--- src/rtl/if_stage_pkg.sv ---
// Shared types and constants for the instruction fetch stage.
// The top module and the IF/ID pipeline register both import this package.
package if_stage_pkg;

    localparam int unsigned ADDR_W_DEFAULT = 32;
    localparam int unsigned DATA_W_DEFAULT = 32;

    // An all-zero instruction word, used for bubbles and squashed fetches
    localparam logic [31:0] NOP = 32'h0000_0000;

    // Byte distance between consecutive sequential fetches
    localparam int unsigned PC_INC = 4;

    typedef enum logic {
        StHold  = 1'b0,
        StFetch = 1'b1
    } fetch_state_e;

    // Instruction addresses must be word aligned
    function automatic logic is_misaligned(input logic [1:0] pc_lsb);
        return pc_lsb != 2'b00;
    endfunction

endpackage

--- src/rtl/if_stage_if_id_reg.sv ---
// IF/ID pipeline register: holds the fetched instruction presented to decode.
// A bubble takes priority over stall so that redirects and flushes always squash.
module if_id_reg
    import if_stage_pkg::*;
#(
    parameter int unsigned ADDR_W = ADDR_W_DEFAULT,
    parameter int unsigned DATA_W = DATA_W_DEFAULT
) (
    input  logic              clk,
    input  logic              rst_n,
    input  logic              stall,
    input  logic              bubble,
    input  logic [ADDR_W-1:0] pc,
    input  logic [DATA_W-1:0] inst,
    input  logic              addr_err,
    output logic [ADDR_W-1:0] id_pc,
    output logic [DATA_W-1:0] id_inst,
    output logic              id_valid,
    output logic              id_addr_err
);

    always_ff @(posedge clk or negedge rst_n) begin
        if (!rst_n) begin
            id_pc       <= '0;
            id_inst     <= '0;
            id_valid    <= 1'b0;
            id_addr_err <= 1'b0;
        end else if (bubble) begin
            // Bubble still records the PC that was in IF
            id_pc       <= pc;
            id_inst     <= DATA_W'(NOP);
            id_valid    <= 1'b0;
            id_addr_err <= 1'b0;
        end else if (!stall) begin
            id_pc       <= pc;
            id_inst     <= inst;
            id_valid    <= 1'b1;
            id_addr_err <= addr_err;
        end
    end

endmodule

--- src/rtl/if_stage.sv ---
// Instruction fetch stage: PC register, HOLD/FETCH sequencing and ROM interface.
// The ROM is combinational, so the fetched word is captured in IF/ID at the next edge.
module if_stage
    import if_stage_pkg::*;
#(
    parameter int unsigned       ADDR_W   = ADDR_W_DEFAULT,
    parameter int unsigned       DATA_W   = DATA_W_DEFAULT,
    parameter logic [ADDR_W-1:0] RESET_PC = '0
) (
    input  logic              clk,
    input  logic              rst_n,
    input  logic              stall,
    input  logic              redirect,
    input  logic [ADDR_W-1:0] redirect_pc,
    input  logic              flush,
    input  logic [ADDR_W-1:0] flush_pc,
    output logic              rom_enable,
    output logic [ADDR_W-1:0] rom_addr_out,
    input  logic [DATA_W-1:0] rom_data_in,
    output logic [ADDR_W-1:0] id_pc,
    output logic [DATA_W-1:0] id_inst,
    output logic              id_valid,
    output logic              id_addr_err
);

    fetch_state_e      state_q, state_d;
    logic [ADDR_W-1:0] pc_q, pc_d;
    logic              fetching;
    logic              bubble;
    logic              misaligned;
    logic [DATA_W-1:0] fetch_inst;

    assign fetching = (state_q == StFetch);

    always_ff @(posedge clk or negedge rst_n) begin
        if (!rst_n) begin
            state_q <= StHold;
            pc_q    <= RESET_PC;
        end else begin
            state_q <= state_d;
            pc_q    <= pc_d;
        end
    end

    always_comb begin
        state_d = state_q;
        unique case (state_q)
            StHold:  state_d = StFetch;
            StFetch: state_d = StFetch;
            default: state_d = StHold;
        endcase
    end

    // Priority: flush > redirect > stall > sequential; the add wraps naturally
    always_comb begin
        pc_d = pc_q;
        if (!fetching) begin
            pc_d = RESET_PC;
        end else if (flush) begin
            pc_d = flush_pc;
        end else if (redirect) begin
            pc_d = redirect_pc;
        end else if (!stall) begin
            pc_d = pc_q + ADDR_W'(PC_INC);
        end
    end

    assign rom_enable   = fetching;
    assign rom_addr_out = pc_q;

    // A misaligned fetch is passed on as a valid NOP tagged with the error
    assign misaligned = is_misaligned(pc_q[1:0]);
    assign fetch_inst = misaligned ? DATA_W'(NOP) : rom_data_in;

    // No delay slots: whatever sits in IF during a redirect or flush is squashed
    assign bubble = !fetching || flush || redirect;

    if_id_reg #(
        .ADDR_W (ADDR_W),
        .DATA_W (DATA_W)
    ) u_if_id_reg (
        .clk         (clk),
        .rst_n       (rst_n),
        .stall       (stall),
        .bubble      (bubble),
        .pc          (pc_q),
        .inst        (fetch_inst),
        .addr_err    (misaligned),
        .id_pc       (id_pc),
        .id_inst     (id_inst),
        .id_valid    (id_valid),
        .id_addr_err (id_addr_err)
    );

endmodule

--- config.mk ---
export PLATFORM = sky130hd
export DESIGN_NAME = if_stage
export DESIGN_NICKNAME = d
export VERILOG_FILES = /design/src/rtl/if_stage_pkg.sv /design/src/rtl/if_stage_if_id_reg.sv /design/src/rtl/if_stage.sv
export SDC_FILE = /design/constraint.sdc
export NUM_CORES = 1
export LEC_CHECK = 0
export BUFFER_PORTS_ARGS = -buffer_cell sky130_fd_sc_hd__buf_4
export CAP_MARGIN = 20
export CORE_ASPECT_RATIO = 0.6
export CORE_UTILIZATION = 53
export CTS_BUF_LIST = sky130_fd_sc_hd__clkbuf_16
export DETAILED_ROUTE_END_ITERATION = 10
export GPL_TIMING_DRIVEN = 0
export HOLD_SLACK_MARGIN = 0.15
export PLACE_DENSITY = 0.95
export SLEW_MARGIN = 40
export SYNTH_ARGS = -nofsm -noshare
export SYNTH_HDL_FRONTEND = slang
export SYNTH_SLANG_ARGS = --single-unit
--- constraint.sdc ---
create_clock -name clk -period 3.2 [get_ports clk]
set_input_delay 0.48 -clock clk [delete_from_list [all_inputs] [get_ports clk]]
set_output_delay 0.48 -clock clk [all_outputs]
set_load 0.01 [all_outputs]
# Yosys cells after proc, flatten, opt, wreduce, memory -nomap -nowiden
# Index checks and enable logic that the tools add are counted.
# W data, S select, Z words.
# classes
addsub,1
n_eq_ne,2
muxes,13
reduce_logical,4
# ops
cell,n
$mux W32,9
$add A32 B3 Y32 const B,1
$mux W1,4
$ne A4 B4 Y1 const B,1
$logic_or A1 B1 Y1,2
$ne A2 B1 Y1 const B,1
$reduce_bool A2 Y1,1
$logic_not A1 Y1,1
# word_totals
register_bits,99
output_inout_bits,99

# Logic depth before layout (Yosys ltp)
# depth
ltp_word,5
ltp_mapped,8
depth_no_buf,5

# By module
# Synthesis repeated with hierarchy kept, for this count alone.
# unflattened
hier_cells,531
area_unflattened_um2,5440.2
# modules_own_cells
module,instances,cells_each,area_per_inst_um2,seq_area_each_um2
if_stage,1,352,2743.9,825.8
if_id_reg,1,179,2696.3,1651.6

# Worst setup path after synthesis
# OpenSTA, ideal clock, no wires.
# synth_timing
kind,register -> register
from,"reg pc_q[4], in the netlist rom_addr_out[4]"
to,"reg pc_q[29], in the netlist rom_addr_out[29]"
setup_ns,0.124
arrival_ns,1.766
required_time_ns,3.076
path_slack_ns,1.310
path_stages_with_launch,7
path_buffers,1
cell_sequence,dfrtp_1 buf_2 and4_4 nand3_1 or3_1 a31o_1 a211o_1
# synth_via
elab_chain_len,5
# synth_lines
item,line,source
"start, declared",if_stage.sv:27,"logic [ADDR_W-1:0] pc_q, pc_d;"
"start signal, assigned",if_stage.sv:41,pc_q <= pc_d;
$add A32 B3 Y32,if_stage.sv:64,pc_d = pc_q + ADDR_W'(PC_INC);
$mux W32,if_stage.sv:63,end else if (!stall) begin
$mux W32,if_stage.sv:61,end else if (redirect) begin
$mux W32,if_stage.sv:59,end else if (flush) begin
$mux W32,if_stage.sv:57,if (!fetching) begin
# Every way passes these cells. The select of a mux whose other input is x is not followed.
# A chain may end at the register's enable or synchronous reset.

# Final worst setup path
# layout_timing
from,"reg pc_q[4], in the netlist rom_addr_out[4]"
to,"reg pc_q[27], in the netlist rom_addr_out[27]"
# Same word-level chain as after synthesis.

==> results <==
- The total overflow left after global routing is 0.
- For this design, the slowest cell found on the critical path is nor4_2.
- The total length of routed wires is 17800 um.
- The mean area per synthesized cell is 9.46 sq um.
- The final number of hold-violating endpoints is 0.
- STA classifies the critical path endpoint as a flop.
- Setup violations remaining at the end of the flow were counted as 0.
- The largest stage delay on the critical path is 800 ps.
- The number of port buffers is 199.
- The final cycle utilization of the critical path is 0.732.
- After technology mapping, the gate count stands at 527.
- The buffer count from post-CTS setup fixing is 0.
- Buffers inserted during clock tree synthesis total 9.
- Data arrives at the worst endpoint at 2570 ps.
- The number of nets with antenna violations after detailed routing is 0.
- The number of buffers between clock root and the deepest sink is 2.
- After detailed routing, the number of remaining DRC violations is 0.
- The clock period minus worst slack is 2340 ps.
- Setup repair after global routing left no endpoint under its margin.
- The critical path goes through buf_2 -> nand4_1 -> nor4_2 -> nand4_1 -> mux2i_1 -> a221o_1.
- Measured in cells, the most critical reg-to-reg path has a length of 6.
- The critical path in this run is classified as reg2reg.
- Timing would allow up to 427 MHz.
- In the synthesized netlist, the cells that appear most often are 121 x nand2_1, 99 x dfrtp_1, 39 x a22o_1.
- The die covers 9810 sq um.
- The tree is rooted in a clkbuf_16.
- The routed length per placed instance is 20.6 um.
- The dominant combinational cell family by area after synthesis is simple AND/OR/NAND/NOR gates.
- The worst pin sits at a relative slew slack of 0.417.
- For this run, the leading register cell type out of synthesis is dfrtp_1.
- The first global-routing pass estimated 27400 um of wire.
- Counting distinct cell types in the post-synthesis netlist gives 62.
- Along the worst path, the maximum fanout reaches 8.
- In this run the critical register-to-register path is launched from rom_addr_out[4].
- Counting every net in the synthesized netlist gives 629.
- The number of warnings printed during yosys synthesis is 0.
- In this run the power density over the cells is 440 nW/um^2.
- IR analysis of the VDD net gives a maximum drop of 275 uV.
- The repair_antennas step left the layout with diodes totalling 0.
- Of the total synthesized cell area, the portion taken by full adders, half adders and majority gates is 0.00251.
- At the later pin of the worst-skew pair, clock insertion delay measures 350 ps.
- The flow ran to the end, and the final reports show no timing, DRC or antenna violations.
- By area the synthesized netlist is led by dfrtp_1 50%, nand2_1 9.1%, a22o_1 6.8%.
- The number of antenna violations at the first check in global routing came to 0.
- In this run, post-CTS repair resized a total of 0 instances.
- The count of buffer and inverter cells on the critical path is 1.
- The congestion estimate from routability-driven global placement came to 0.991.
- The multiplexer share of the synthesized area is 0.0161.
- Counting flops with an async set or reset pin after synthesis yields a share of 1.00.
- Buffers inserted to repair hold after CTS numbered 0.
- The pin slew with the least headroom to its limit is 867 ps.
- The count of maximum capacitance violations is 0.
- The maximum number of pins on one net before global-route repair is 100.
- Across the routed clock network, the largest skew measured is 6.63 ps.
- On the critical path the largest part of the delay comes from simple AND/OR/NAND/NOR gates.
- The floorplan has 26 rows.
- The synthesized-area fraction occupied by xor and xnor cells is 0.00878.
- Using the TritonRoute via totals, the vias-per-cell ratio works out to 6.13.
- In the post-synthesis netlist, the cell with the most instances is nand2_1.
- The max-slew violation count is 0.
- Summed over all cells, the static leakage comes to 3.51 nW.
- The portion of the post-synthesis area used by sequential elements is 0.497.
- The share of final-layout standard cells stronger than drive strength 1 is 0.333.
- In this run the cell area of the synthesized design comes to 4990 sq um.
- The number of inserted filler cells in the final layout is 582.
- The post-synthesis compound-gate area fraction was 0.210.
- The slack of the worst reg-to-reg path is 860 ps.
- The number of sinks on the clock net is 99.
- The number of levels the H-tree was split into is 3.
- The number of global-route vias before repair is 5151.
- The CTS tree is built.
- In the final timing run, aggregate negative setup slack is 0 ps.
- The total global-route track usage is 0.370.
- The post-synthesis simple-gate area fraction is 0.221.
- The required time reported for the critical path endpoint is 3420 ps.
- The count of boundary I/O pins is 200.
- The worst-case hold slack is 170 ps.
- The area of the core is 8820 sq um.
- The kind of start point of the critical path is a flop.
- Detailed placement finished with a half-perimeter wire length of 13300 um.
- The most frequent cell on the critical path is nand4_1.
- The tightest min-delay check is of the in2async type.
- From left edge to right edge, the die measures 127 um.
- For this run, the detailed router's first-pass iteration total came to 5.
- The clock input transition at the sequential cells of the worst setup and hold paths is 70 ps.
- In this run the critical register-to-register path is captured at rom_addr_out[27].
- The count of state elements after synthesis is 99.
- In this run, the number of DRC markers left after iteration 0 of detailed routing was 569.
- From synthesis to final layout, the design area changed by 38.9%.
- The net count of the finished layout is 839.
- The die height is 77.1 um.
- The total vias in the final route is 5314.
- The count of flip-flops with a built-in enable after synthesis is 0.
- The initial cell density of the core is 0.566.
- Of the post-synthesis cell area, the dominant cell type holds 0.497.
- The largest total area in the synthesized netlist belongs to dfrtp_1.
==> flip-flops by register name (all words and copies together), names as in the netlist <==
| name | cells |
|---|---|
| rom_addr_out | 32 |
| u_if_id_reg.id_addr_err | 1 |
| u_if_id_reg.id_valid | 1 |
| u_if_id_reg.id_inst | 32 |
| rom_enable | 1 |
| u_if_id_reg.id_pc | 32 |
==> worst max path at each step <==
stage | startpoint | to | slack (ps) | cells past startpoint
3_5_place_dp | redirect | rom_addr_out[23] | 680 | 7
4_1_cts | rom_addr_out[4] | rom_addr_out[27] | 910 | 6
3_3_place_gp | redirect | rom_addr_out[23] | 730 | 7
2_1_floorplan | rom_addr_out[4] | rom_addr_out[29] | 1310 | 6
5_1_grt | rom_addr_out[4] | rom_addr_out[27] | 760 | 6
6_report | rom_addr_out[4] | rom_addr_out[27] | 860 | 6
==> through the flow <==
step	worst slack, ps	cell area [sq um]	std cells	utilization	total power, mW
global placement	735	6640	852	0.753	1.96
CTS	914	6930	867	0.786	3.03
finish	857	6930	867	0.786	3.05
global route	757	6930	867	0.786	3.15
detailed placement	682	6650	852	0.754	1.98
floorplan	1310	4990	527	-	1.64
==> worst register-to-register path: stages (launching register included) <==
cell and delay (ps):
dfrtp_1 350, buf_2 230, nand4_1 160, nor4_2 800, nand4_1 230, mux2i_1 180, a221o_1 280
==> area by class of cell <==
| type | count | area [sq um] | share of cell area |
|---|---|---|---|
| Buffer | 34 | 181 | 0.0262 |
| Clock buffer | 9 | 225 | 0.0325 |
| Clock inverter | 6 | 57.6 | 0.00831 |
| Inverter | 10 | 37.5 | 0.00542 |
| Multi-Input combinational cell | 384 | 2290 | 0.331 |
| Sequential cell | 99 | 2480 | 0.358 |
| Tap cell | 126 | 158 | 0.0228 |
| Timing Repair Buffer | 199 | 1500 | 0.217 |
==> layout by cell type, fill, tap and decap left out, types with 9 or more instances in the layout <==
cell | netlist | routed
buf_4 | 3 | 201
nand2_1 | 121 | 121
dfrtp_1 | 99 | 99
a22o_1 | 39 | 39
o21ai_0 | 32 | 32
nor2_1 | 21 | 21
a21oi_1 | 18 | 18
clkbuf_1 | 15 | 15
nand2b_1 | 14 | 14
nand3_1 | 13 | 13
buf_2 | 12 | 12
inv_1 | 10 | 10
clkbuf_16 | 0 | 9
==> where the power goes <==
part           internal (mW)  switching (mW)
clock                  0.596           0.477
combinational          0.271           0.278
sequential              1.33          0.0961
==> metal layers <==
layer  part of all wire  global-route usage  vias up
li1                   -                   -     2319
met1               0.41               0.513     2593
met2               0.45               0.560      368
met3               0.12               0.124       34
met4              0.016              0.0905        0
met5                  0                   0        -
==> cells by family after synthesis <==
group,Yosys count
DFF,99
muxes,8
xor gates and xnor gates,5
buffers and inverters,44
adders and majority gates,1
AOI/OAI and AO/OA,143
other,1
and+or+nand+nor,226
Note: power is estimated with default switching activity, not from simulation.
